===== config.mk =====
export PLATFORM = sky130hd
export DESIGN_NAME = invader_march_ctrl
export DESIGN_NICKNAME = d
export VERILOG_FILES = /design/src/rtl/invader_march_ctrl.sv
export SDC_FILE = /design/constraint.sdc
export NUM_CORES = 1
export LEC_CHECK = 0
export BUFFER_PORTS_ARGS = -buffer_cell sky130_fd_sc_hd__buf_2
export CORE_MARGIN = 5
export CORE_UTILIZATION = 50
export DETAILED_ROUTE_END_ITERATION = 7
export PLACE_DENSITY = 0.77
export SYNTH_ARGS = -nofsm -noshare
export SYNTH_HDL_FRONTEND = slang
export SYNTH_SLANG_ARGS = --single-unit

===== constraint.sdc =====
create_clock -name dclk -period 2 [get_ports dclk]
set_input_delay 0.3 -clock dclk [delete_from_list [all_inputs] [get_ports dclk]]
set_output_delay 0.3 -clock dclk [all_outputs]
set_load 0.005 [all_outputs]

===== src/rtl/invader_march_ctrl.sv =====
// rtl/invader_march_ctrl.sv - alien fleet march sequencer (frame counting, stepping, edge drop, landing)
//
// Purpose:
//   Counts frame ticks and, every PERIOD counted ticks, steps the fleet horizontally by
//   STEP_X. A step that would leave 0..XMAX turns into a descent of DROP_Y with a direction
//   flip. Once fleet_y reaches Y_LAND the controller locks in LANDED until clr.
//
// Ports:
//   dclk        in   1   pixel clock
//   clr         in   1   synchronous reset, active-high
//   frame_tick  in   1   one-cycle pulse per frame
//   enable      in   1   game running; 0 freezes the frame counter
//   alive_cnt   in   6   invaders alive (0 stops the march)
//   fleet_x     out  10  fleet left edge, px
//   fleet_y     out  10  fleet top edge, px
//   dir         out  1   0 = moving right, 1 = moving left
//   step_pulse  out  1   one-cycle pulse per executed move or drop
//   landed      out  1   sticky landing flag
//
// Configuration macro:
//   MARCH_SPEEDUP_EN  when defined, PERIOD shrinks to alive_cnt once fewer than
//                     FRAMES_PER_STEP invaders remain; otherwise PERIOD = FRAMES_PER_STEP.

module invader_march_ctrl #(
  parameter int SCREEN_W        = 640,
  parameter int FLEET_W         = 256,
  parameter int X_INIT          = 192,
  parameter int Y_INIT          = 64,
  parameter int STEP_X          = 4,
  parameter int DROP_Y          = 16,
  parameter int Y_LAND          = 400,
  parameter int FRAMES_PER_STEP = 30
) (
  input  logic       dclk,
  input  logic       clr,
  input  logic       frame_tick,
  input  logic       enable,
  input  logic [5:0] alive_cnt,
  output logic [9:0] fleet_x,
  output logic [9:0] fleet_y,
  output logic       dir,
  output logic       step_pulse,
  output logic       landed
);

  localparam int          XMAX    = SCREEN_W - FLEET_W;
  localparam int          CW      = $clog2(FRAMES_PER_STEP + 1);
  localparam logic [10:0] XMAX11  = 11'(XMAX);
  localparam logic [10:0] STEP11  = 11'(STEP_X);
  localparam logic [9:0]  STEP10  = 10'(STEP_X);
  localparam logic [10:0] DROP11  = 11'(DROP_Y);
  localparam logic [10:0] YLAND11 = 11'(Y_LAND);
  localparam logic [9:0]  XINIT10 = 10'(X_INIT);
  localparam logic [9:0]  YINIT10 = 10'(Y_INIT);
  localparam logic [6:0]  FPS7    = 7'(FRAMES_PER_STEP);

  typedef enum logic [1:0] {S_WAIT, S_MOVE, S_DROP, S_LANDED} state_t;

  state_t          state;
  logic [CW-1:0]   frame_cnt;
  logic [6:0]      period;
  logic            terminal;
  logic [10:0]     x_plus;
  logic            x_low;
  logic [10:0]     y_next;

  always_comb begin
    period = FPS7;
`ifdef MARCH_SPEEDUP_EN
    if (7'(alive_cnt) < FPS7) begin
      period = 7'(alive_cnt);
    end
`endif
  end

  // frame_cnt >= PERIOD-1 also covers a PERIOD that shrank below the running count.
  // PERIOD is never 0 here because ticks are only counted with alive_cnt != 0.
  assign terminal = (7'(frame_cnt) + 7'd1) >= period;

  // Edge tests are done one bit wider so the right-edge sum cannot wrap.
  assign x_plus = {1'b0, fleet_x} + STEP11;
  assign x_low  = {1'b0, fleet_x} < STEP11;
  assign y_next = {1'b0, fleet_y} + DROP11;

  always_ff @(posedge dclk) begin
    if (clr) begin
      state      <= S_WAIT;
      frame_cnt  <= '0;
      fleet_x    <= XINIT10;
      fleet_y    <= YINIT10;
      dir        <= 1'b0;
      step_pulse <= 1'b0;
      landed     <= 1'b0;
    end else begin
      case (state)
        S_WAIT: begin
          step_pulse <= 1'b0;
          if (alive_cnt == 6'd0) begin
            frame_cnt <= '0;
          end else if (frame_tick && enable) begin
            if (terminal) begin
              frame_cnt <= '0;
              state     <= S_MOVE;
            end else begin
              frame_cnt <= frame_cnt + CW'(1);
            end
          end
        end
        S_MOVE: begin
          if ((!dir && (x_plus > XMAX11)) || (dir && x_low)) begin
            step_pulse <= 1'b0;
            state      <= S_DROP;
          end else begin
            fleet_x    <= dir ? (fleet_x - STEP10) : x_plus[9:0];
            step_pulse <= 1'b1;
            state      <= S_WAIT;
          end
        end
        S_DROP: begin
          fleet_y    <= y_next[9:0];
          dir        <= ~dir;
          step_pulse <= 1'b1;
          state      <= (y_next >= YLAND11) ? S_LANDED : S_WAIT;
        end
        S_LANDED: begin
          landed     <= 1'b1;
          step_pulse <= 1'b0;
        end
      endcase
    end
  end

endmodule


Word-level counts from Yosys, hierarchy flattened
Cells that the tools add are included.
Word-level totals
  register bits: 30
  bits of input ports: 10
  output and inout port bits: 23
  logic and storage cells: 49
Operators by class
  add/sub/neg operators: 5
  order comparisons: 4
  equal/unequal tests: 6
  multiplexer cells: 12
  bitwise gates (word level): 2
  reductions and logical operators: 13
Operators by type and width (count)
  two-way mux 5 bit: 3
  adder 10 x 3 -> 11 bit, second input constant: 1
  adder 10 x 5 -> 11 bit, second input constant: 1
  >= comparator 11 x 9 -> 1 bit, second input constant: 1
  > comparator 11 x 9 -> 1 bit, second input constant: 1
  less-than comparator 10 x 3 -> 1 bit, second input constant: 1
  two-way mux 10 bit: 1
  two-way mux 2 bit: 5
  subtractor 10 x 3 -> 10 bit, second input constant: 1
  adder 5 x 1 -> 6 bit, second input constant: 1
  >= comparator 6 x 5 -> 1 bit, second input constant: 1
  logical NOT 6 bit: 1
  inequality test 2 bit, second input constant: 3
  case mux 2 bit (3 select lines): 1
  adder 5 x 1 -> 5 bit, second input constant: 1
  == test 2 bit, second input constant: 2
  AND reduction 2 bit: 2
  AND reduction 4 bit: 1
  logical AND 1 bit: 3
  case mux 1 bit (3 select lines): 1
  nonzero test 3 bit: 1
  == test 2 x 1 -> 1 bit, second input constant: 1
  logical NOT 2 bit: 1
  inverter 1 bit: 2
  5 further kinds: 5

Logic depth before layout (Yosys ltp)
Gate-level depths: netlist of run 1.
  word-level depth: 6
  depth in mapped cells: 8
  gate-level depth less buffers: 8

Least setup slack after synthesis of run 1
OpenSTA, ideal clock, no wires.
  path type: register to register
  start point: register fleet_x[2]
  end point: register fleet_x[7]
  setup time: 0.122 ns
  arrival time: 1.981 ns
  required time: 1.878 ns
  path slack: -0.103 ns
  cell stages (with the launch flop): 8
  buffers on the path: 0
  clock period less this slack: 2.103 ns
  cells stage by stage: dfxtp_1 -> ha_1 -> nor4b_1 -> a41oi_1 -> a31oi_1 -> a211oi_2 -> or3_1 -> a221o_1
Between the ends
  cells in the longest elaborated chain, start to end: 6
  elaborated cells between the ends (all ways): 10
  those cells by class: add/sub: 2; order compare: 2; mux: 1; bitwise: 1; reduce/logical: 4
Ends and longest elaborated chain
  start: declaration: RTL line 39  | output logic [9:0] fleet_x,
  start signal: assignment: RTL line 114  | fleet_x <= dir ? (fleet_x - STEP10) : x_plus[9:0];
  adder 10 x 3 -> 11 bit: RTL line 81  | assign x_plus = {1'b0, fleet_x} + STEP11;
  > comparator 11 x 9 -> 1 bit: RTL line 110  | if ((!dir && (x_plus > XMAX11)) || (dir && x_low)) begin
  logical AND 1 bit: RTL line 110
  logical OR 1 bit: RTL line 110
  inverter 1 bit (no source line)
  AND reduction 2 bit (no source line)
Parallel ways exist; a longest one is shown, timed or not.
A chain may end at the register's enable or synchronous reset.

Worst setup path in the final report of run 1
  start point: register fleet_x[5]
  end point: register fleet_x[5]
Same word-level chain as after synthesis.

==> out/metrics.csv, run 1 <==
stage;metric;value;unit
cells_and_area;num_antenna_cells;0;
floorplanning;initial_core_util;0.5205;
grt;grt_overflow;0;
run;cap_violations;0;
synth;synth_top_area_share;0.2723;
grt;grtUsageTotal;0.1857;
clock_network;clockBufferDepth;2;
floorplanning;pin_count;33;
drt;top_layer;met4;
floorplanning;die_area;0.004816;mm2
synth;synth_area;0.001764;mm2
run_status;outcome;complete, but fails checks;
place;routabilityCongestion;0.8341;
sta;tightest_slew;0.5275;ns
synth;synthCells;217;
clock_network;cts_tree;yes;
synth;synth_common_cells;24 x dfxtp_1, 23 x nor2_1, 14 x inv_1;
drt;dr_wl_met2;2387;um
drt;drtPass1Iterations;4;
drt;wirelength;4712;um
sta;fmax;467.0;MHz
run_status;violations;negative setup slack;
cells_and_area;fin_cells;328;
power;p_leak;0.0009893;uW
clock_network;clkSinkCount;24;
synth;synthMostInstantiatedCell;dfxtp_1;
sta;setup_viol;10;
worst_setup_path;cp-start-kind;register;
cells_and_area;area_growth;40.43;%
synth;synth-main-ff-cell;dfxtp_1;
synth;yosysWarnings;0;
cells_and_area;final_nets;306;
clock_network;root_buffer;clkbuf_4;
drt;route.met3.wl;143;um
grt;grt_max_degree;28;
synth;seq_area_frac_synth;0.2723;
grt;antenna_found_initial;0;
sta;finalHoldWorstSlack;0.4205;ns
place;hpwlAfterDp;3130;um
drt;wl_met1;2096;um
power;p_per_area;295.1;mW/mm2
sta;fin_crit_sh;1.071;
synth;ys_ff_latch;24;
floorplanning;core_area;0.003390;mm2
sta;skew;0.006983;ns
sta;rsz0062_at_grt;yes;
floorplanning;fp.dieH;69.40;um
cells_and_area;final_core_util;0.7309;
grt;grt_pass1_wl;7707;um
clock_network;cts.clk_slew.worst_paths;0.12;ns
floorplanning;die_x;69.40;um
synth;yosysTopAreaCell;dfxtp_1;
drt;wl_per_cell;14.37;um
synth;async_flop_share;0;
synth;synth_edf_count;0;
hold_path;hp-class;in -> reg;
power;vdd_drop_max;0.1997;mV
sta;fin_ws;-0.1411;ns
worst_setup_path;cp-end-kind;register;
synth;syn_area_per_cell;8.130;um2
drt;avgViaCountPerCell;5.576;
sta;slew_violations;0;
clock_network;numCtsBuffers;3;
clock_network;htreeDepth;1;
place;io_buffer_count;26;
worst_setup_path;critical_path_class;reg -> reg;
grt;grt_pass1_vias;1696;
drt;drtIter0Drc;150;
worst_setup_path;critPathRequiredTime;2.21;ns
worst_setup_path;path_max_fanout;8;
synth;netlist_top_cells_area;dfxtp_1 27%, ha_1 8.5%, nor2_1 4.9%, buf_4 3.8%, inv_1 3.0%;
sta;relSlewSlack;0.6483;
drt;vias;1829;
cells_and_area;drive_above_1_share;0.4184;
drt;antenna_left;0;
sta;min_period;2.141;ns
place;pre_cts_slack;-0.2091;ns
place;dp.cells;315;
sta;hold_violations;0;
worst_setup_path;arrival;2.35;ns
synth;yosysUniqueCellTypes;55;
drt;drcViolationCount;0;
floorplanning;fp-row-count;21;
clock_network;clk_latency;0.31;ns
-- cells in the final DEF, fill, tap and decap left out, types with 6 or more instances in the layout --
master,n
a21oi_1,7
buf_2,26
buf_4,42
buf_6,6
conb_1,6
dfxtp_1,16
ha_1,7
inv_1,13
nand2_1,11
nand3_1,8
nor2_1,22
o21ai_0,6
-- worst paths after layout --
path | slack (ns) | endpoint | depth (start not counted) | from
setup / recovery | -0.14 | fleet_x[5] | 7 | fleet_x[5]
hold / removal | 0.42 | frame_cnt[3] | 5 | frame_tick
setup reg to reg | -0.14 | fleet_x[5] | 7 | fleet_x[5]
hold reg to reg | 0.49 | landed | 2 | landed
-- per-stage QoR --
stage	TNS [ns]	instance area [um2]	power, uW
final	-0.8722	2477	731.2
after detailed placement	-1.561	2147	535.5
after global routing	-1.950	2477	770.6
after floorplan	-0.01182	1794	529.9
after global placement	-1.078	2147	533.7
after CTS	-0.2918	2342	737.1
-- where the power goes --
group / internal (uW) / total [uW] / switching [uW] / leakage, uW
Combinational: 16.4 / 43.8 / 27.3 / 0.000778
Sequential: 475 / 478 / 2.96 / 0.000198
Clock: 70.5 / 209 / 139 / 0.0000138
Total: 562 / 731 / 169 / 0.000989
-- cells by family (layout without fill, tap and decap cells) --
family	Yosys count	count (layout)	synth area share
and+or+nand+nor	83	83	0.2624
AOI/OAI and AO/OA	52	52	0.2035
buffers and inverters	31	91	0.09787
DFF	24	24	0.2723
adders and majority gates	12	12	0.08510
xor gates and xnor gates	9	9	0.04468
muxes	5	5	0.03191
other	1	6	0.002126
-- worst max-delay path, stage by stage (launching register included) --
cell,delay [ns]
dfxtp_2,0.35
buf_6,0.12
nor4_4,0.31
nand2_2,0.08
o31a_1,0.34
a211oi_4,0.41
nor3b_2,0.11
mux2_4,0.31
-- sequential cells by signal, summed over array words and instances (netlist names) --
signal and count:
dir 1, fleet_y 6, frame_cnt 5, fleet_x 8, landed 1, state 2
step_pulse 1
-- cell type report --
class | count | area (um2)
clock buffers | 3 | 22.52
fillers | 254 | 912.1
inverters | 14 | 52.55
multi-input cells | 167 | 1331
flip-flops and latches | 24 | 500.5
well taps | 46 | 57.56
repair buffers | 74 | 513.0
-- metal layers --
| layer | GRT usage | vias up |
|---|---|---|
| met4 | 0.05423 | 0 |
| met3 | 0.03188 | 11 |
| met1 | 0.2364 | 877 |
| met5 | 0 | - |
| met2 | 0.3189 | 39 |
| li1 | - | 902 |
-- timing repair --
| action | CTS | global route |
|---|---|---|
| gates resized for setup | 32 | 21 |
| pin swaps | 8 | 11 |
| hold buffers | 0 | 0 |
| setup endpoints to repair | 11 | 13 |
| setup buffers | 5 | 5 |
Note: power is estimated with default switching activity, not from simulation.
==> run 2: changes to the inputs <==
--- a/config.mk
+++ b/config.mk
@@ -13,3 +13,4 @@
 export SYNTH_ARGS = -nofsm -noshare
 export SYNTH_HDL_FRONTEND = slang
 export SYNTH_SLANG_ARGS = --single-unit
+export TNS_END_PERCENT = 20
==> run 2 against run 1 <==
Effect of this change:
- fmax increased by 0.43%
- sequential share of layout area increased by 1.0 points
- the flow still finishes with violations (negative setup slack)
- setup slack improved by 0.0092 ns
- critical endpoint is now state[1]
==> out/metrics.csv, run 2 (synthesized netlist as in run 1, its figures left out) <==
stage;metric;value;unit
cells_and_area;drive_above_1_share;0.3700;
clock_network;cts_hold_buf;0;
worst_setup_path;critPathCapture;state[1];
grt;grt_max_degree;28;
sta;skew;0.004783;ns
hold_path;hp-class;in -> reg;
cells_and_area;fin_cells;319;
worst_setup_path;cp-end-kind;register;
clock_network;numCtsBuffers;3;
sta;fin_crit_sh;1.066;
sta;hold_violations;0;
worst_setup_path;reg2reg_slack;-0.13;ns
cells_and_area;final_nets;296;
worst_setup_path;cp-start-kind;register;
place;pre_cts_slack;-0.1464;ns
worst_setup_path;critPathRequiredTime;2.21;ns
worst_setup_path;r2r-end;state[1];
floorplanning;initial_core_util;0.5205;
cells_and_area;largest_reg_flops;8;
sta;fin_ws;-0.1320;ns
run_status;outcome;complete, but fails checks;
run_status;violations;negative setup slack;
worst_setup_path;cp-startpoint;fleet_y[4];
sta;rsz0062_at_grt;yes;
place;dp.cells;311;
cells_and_area;layout.cells.most_common;buf_4;
drt;vias;1755;
drt;drcViolationCount;0;
worst_setup_path;arrival;2.34;ns
power;vdd_drop_max;0.3208;mV
clock_network;clockBufferDepth;2;
sta;slew_violations;0;
drt;drtIter0Drc;90;
floorplanning;core_area;0.003390;mm2
clock_network;cts.clk_slew.worst_paths;0.13;ns
clock_network;root_buffer;clkbuf_4;
drt;wl_per_cell;13.62;um
drt;avgViaCountPerCell;5.502;
power;p_leak;0.0009491;uW
worst_setup_path;regToRegStartpoint;fleet_y[4];
cells_and_area;num_antenna_cells;0;
place;routabilityCongestion;0.8545;
worst_setup_path;reg2reg_depth;8;
cells_and_area;fillers;272;
cells_and_area;top_regs;fleet_x (8), fleet_y (6), frame_cnt (5);
drt;wirelength;4345;um
grt;grt_overflow;0;
grt;grt_pass1_wl;7286;um
clock_network;cts_tree;yes;
drt;antenna_left;0;
floorplanning;pin_count;33;
grt;grt_pass1_vias;1690;
clock_network;htreeDepth;1;
floorplanning;die_x;69.40;um
power;power;769.9;uW
grt;grtUsageTotal;0.1762;
sta;fmax;469.1;MHz
sta;min_period;2.132;ns
floorplanning;die_area;0.004816;mm2
run;cap_violations;0;
place;hpwlAfterDp;2963;um
cells_and_area;top_register;fleet_x;
drt;drtPass1Iterations;4;
grt;antenna_found_initial;0;
worst_setup_path;path_max_fanout;4;
clock_network;clkSinkCount;24;
cells_and_area;final_cell_mix;32 x buf_4, 26 x buf_2, 23 x nor2_1;
sta;setup_viol;9;
clock_network;clk_latency;0.31;ns
hold_path;whs_path_depth;2;
floorplanning;fp.dieH;69.40;um
floorplanning;fp-row-count;21;
power;p_per_area;326.9;mW/mm2
worst_setup_path;critical_path_class;reg -> reg;
place;io_buffer_count;26;
cells_and_area;area_growth;33.48;%
run 2: cell count changes in the layout (fill, tap and decap cells not counted), moves of 2 or more:
cell / previous run / this run
a21oi_1: 7 / 9
ha_4: 4 / 2
a21oi_2: 3 / 1
buf_4: 42 / 32
run 2: layer usage:
metal	vias up	share of wire	global-route usage
li1	887	-	-
met1	802	0.42	0.2174
met2	54	0.50	0.3008
met3	12	0.049	0.03188
met4	0	0.024	0.06941
met5	-	0	0
run 2: final cells by class:
type                       count  area [um2]  area share
inverter                      14       52.55     0.02232
sequential                    24       499.2      0.2120
clock buffer                   4       36.28     0.01541
timing repair buffer          64       437.9      0.1860
multi-input combinational    167        1271      0.5399
tap                           46       57.56     0.02444
run 2: worst min-delay path by stage:
stage / from / to / slack, ns
global route: clr / fleet_y[7] / 0.45
detailed placement: landed / landed / 0.46
finish: clr / dir / 0.41
global placement: landed / landed / 0.45
CTS: clr / dir / 0.41
floorplan: landed / landed / 0.46
run 2: power by group:
part	internal (uW)	switching, uW	leakage [uW]
combinational	16.6	25.6	0.000731
clock	111	139	0.0000210
sequential	475	2.69	0.000197
total	603	167	0.000949
run 2: critical path, stage by stage, from the launching register on:
cell	delay (ns)
dfxtp_2	0.35
inv_1	0.04
ha_1	0.35
nor4bb_1	0.40
o32ai_1	0.13
o32a_1	0.19
o21ai_2	0.17
nor3_1	0.07
a311o_1	0.33
run 2: through the flow:
stage	utilization	hold WS [ns]	cell area [um2]	TNS, ns
4_1_cts	0.6792	0.4139	2302	-0.2218
3_5_place_dp	0.6227	0.4620	2111	-1.013
3_3_place_gp	0.6227	0.4538	2111	-0.8605
2_1_floorplan	-	0.4619	1788	-0.1026
6_report	0.6947	0.4134	2355	-0.5194
5_1_grt	0.6947	0.4496	2355	-1.860
run 2: what timing repair did:
item                       4_1_cts  5_1_grt
setup endpoints to repair       11       13
setup buffers                    3        1
pin swaps                       14        1
resized for setup               32       12
==> run 3: changes to the inputs <==
==> config.mk (replaced) <==
export PLATFORM = sky130hd
export DESIGN_NAME = invader_march_ctrl
export DESIGN_NICKNAME = d
export VERILOG_FILES = /design/src/rtl/invader_march_ctrl.sv
export SDC_FILE = /design/constraint.sdc
export NUM_CORES = 1
export LEC_CHECK = 0
export CORE_MARGIN = 5
export CORE_UTILIZATION = 55
export DETAILED_ROUTE_END_ITERATION = 7
export DONT_BUFFER_PORTS = 1
export PLACE_DENSITY = 0.74
export SYNTH_ARGS = -nofsm -noshare
export SYNTH_HDL_FRONTEND = slang
export SYNTH_SLANG_ARGS = --single-unit
export TNS_END_PERCENT = 20
==> run 3 against run 2 <==
Effect of this change:
- the run still ends with negative setup slack left
- global-route usage is 5.0 points higher
- clock skew is 0.0039 ns higher
- die area is 7.8% lower
- count of clock-buffer cells in the layout stayed put
==> out/metrics.csv, run 3 (synthesized netlist as in run 1, its figures left out) <==
stage;metric;value;unit
cells_and_area;layout.cells.most_common;buf_4;
grt;grt_pass1_wl;7914;um
grt;antenna_found_initial;0;
drt;drcViolationCount;0;
place;io_buffer_count;0;
worst_setup_path;critical_path_class;reg -> reg;
grt;grt_max_degree;28;
worst_setup_path;arrival;2.42;ns
place;hpwlAfterDp;3311;um
drt;antenna_left;0;
clock_network;cts_tree;yes;
drt;top_layer;met4;
hold_path;whs_path_depth;1;
clock_network;root_buffer;clkbuf_4;
floorplanning;die_x;66.64;um
drt;vias;1806;
drt;dr_wl_met2;2584;um
hold_path;hp-class;in -> reg;
sta;fin_ws;-0.1596;ns
worst_setup_path;reg2reg_slack;-0.16;ns
place;routabilityCongestion;0.9192;
drt;wl_met1;2000;um
clock_network;numCtsBuffers;3;
cells_and_area;drive_above_1_share;0.3475;
floorplanning;pin_count;33;
sta;hold_violations;0;
floorplanning;die_area;0.004440;mm2
run_status;outcome;complete, but fails checks;
drt;avgViaCountPerCell;5.960;
place;dp.cells;286;
worst_setup_path;cp-start-kind;register;
drt;wl_per_cell;16.86;um
clock_network;clockBufferDepth;2;
cells_and_area;final_nets;282;
worst_setup_path;critPathSlowestCell;or4_4;
run;cap_violations;0;
cells_and_area;num_antenna_cells;0;
clock_network;clkSinkCount;24;
sta;finalHoldWorstSlack;0.02674;ns
sta;fmax;463.0;MHz
floorplanning;fp-row-count;20;
worst_setup_path;reg2reg_depth;8;
drt;drtPass1Iterations;4;
run_status;violations;negative setup slack;
cells_and_area;multi_input_area;0.001308;mm2
drt;drtIter0Drc;116;
power;vdd_drop_max;0.3835;mV
clock_network;htreeDepth;1;
worst_setup_path;critPathRequiredTime;2.26;ns
grt;grtUsageTotal;0.2258;
sta;skew;0.008720;ns
clock_network;cts.clk_slew.worst_paths;0.14;ns
cells_and_area;fillers;205;
cells_and_area;largest_reg_flops;8;
cells_and_area;final_cell_mix;41 x buf_4, 23 x nor2_1, 16 x dfxtp_1;
clock_network;clk_latency;0.32;ns
cells_and_area;top_regs;fleet_x (8), fleet_y (6), frame_cnt (5);
power;p_per_area;329.8;mW/mm2
worst_setup_path;cp-end-kind;register;
grt;grt_overflow;0;
worst_setup_path;path_max_fanout;5;
drt;wirelength;5109;um
sta;min_period;2.160;ns
floorplanning;initial_core_util;0.5779;
cells_and_area;fin_cells;303;
worst_setup_path;path_depth;8;
sta;finalSetupTns;-0.9763;ns
drt;route.met3.wl;358;um
power;p_leak;0.0008909;uW
sta;slew_violations;0;
cells_and_area;final_core_util;0.7721;
worst_setup_path;cpPeakStageDelay;0.49;ns
cells_and_area;area_growth;33.62;%
floorplanning;fp.dieH;66.64;um
sta;setup_viol;9;
worst_setup_path;crit_chain;ha_4, nor4b_4, a41oi_2, a31oi_4, a211oi_4, buf_6, or4_4, a21oi_2;
worst_setup_path;critical_path_buf_inv_count;1;
floorplanning;core_area;0.003053;mm2
sta;fin_crit_sh;1.080;
sta;rsz0062_at_grt;yes;
cells_and_area;ff_latch_area;500.5;um2
cells_and_area;top_register;fleet_x;
worst_setup_path;cp_top_family;simple AND/OR/NAND/NOR gates;
grt;grt_pass1_vias;1817;
run 3: cell types whose count changed in the layout (fill, tap and decap cells not counted), moves of 2 or more:
cell	change
a21oi_2	+2
a211oi_2	+2
buf_2	-26
a21oi_1	-2
or4_1	-3
buf_4	+9
or4_4	+3
dlygate4sd3_1	+3
a211oi_1	-2
o21ai_1	-2
run 3: worst paths after layout:
check,start,end
worst max register to register,fleet_x[2],fleet_x[9]
worst min-delay path,clr,frame_cnt[4]
worst min register to register,landed,landed
worst max-delay path,fleet_x[2],fleet_x[9]
run 3: repair_timing:
| action | in CTS | in global routing |
|---|---|---|
| endpoints found under the hold margin | 0 | 5 |
| pin swaps | 16 | 11 |
| setup buffers | 6 | 3 |
| hold buffers | 0 | 3 |
| gates resized for setup | 28 | 26 |
| endpoints found under the setup margin | 11 | 13 |
| gates cloned | 1 | 0 |
run 3: area by class of cell:
class / count / area share
Inverter: 14 / 0.02229
Tap cell: 44 / 0.02335
Clock buffer: 4 / 0.01539
Timing Repair Buffer: 50 / 0.1720
Sequential cell: 24 / 0.2123
Multi-Input combinational cell: 167 / 0.5547
run 3: routing by layer:
metal / up-vias / global-route usage
met4: 0 / 0.1015
met1: 850 / 0.2551
met3: 15 / 0.04047
met5: - / 0
met2: 81 / 0.4072
li1: 860 / -
run 3: power breakdown:
group / internal (uW) / switching (uW) / leakage (uW) / total [uW]
Sequential: 475 / 3.12 / 0.000197 / 478
Combinational: 14.6 / 19.7 / 0.000673 / 34.3
Clock: 111 / 154 / 0.0000210 / 265
Total: 601 / 176 / 0.000891 / 777
run 3: through the flow:
stage	area, um2	setup WS (ns)	total power (uW)
finish	2357	-0.1596	777.3
global route	2357	-0.2301	814.2
CTS	2183	-0.08616	773.2
detailed placement	2001	-0.2372	518.8
global placement	2001	-0.1024	517.2
floorplan	1788	-0.05002	529.9
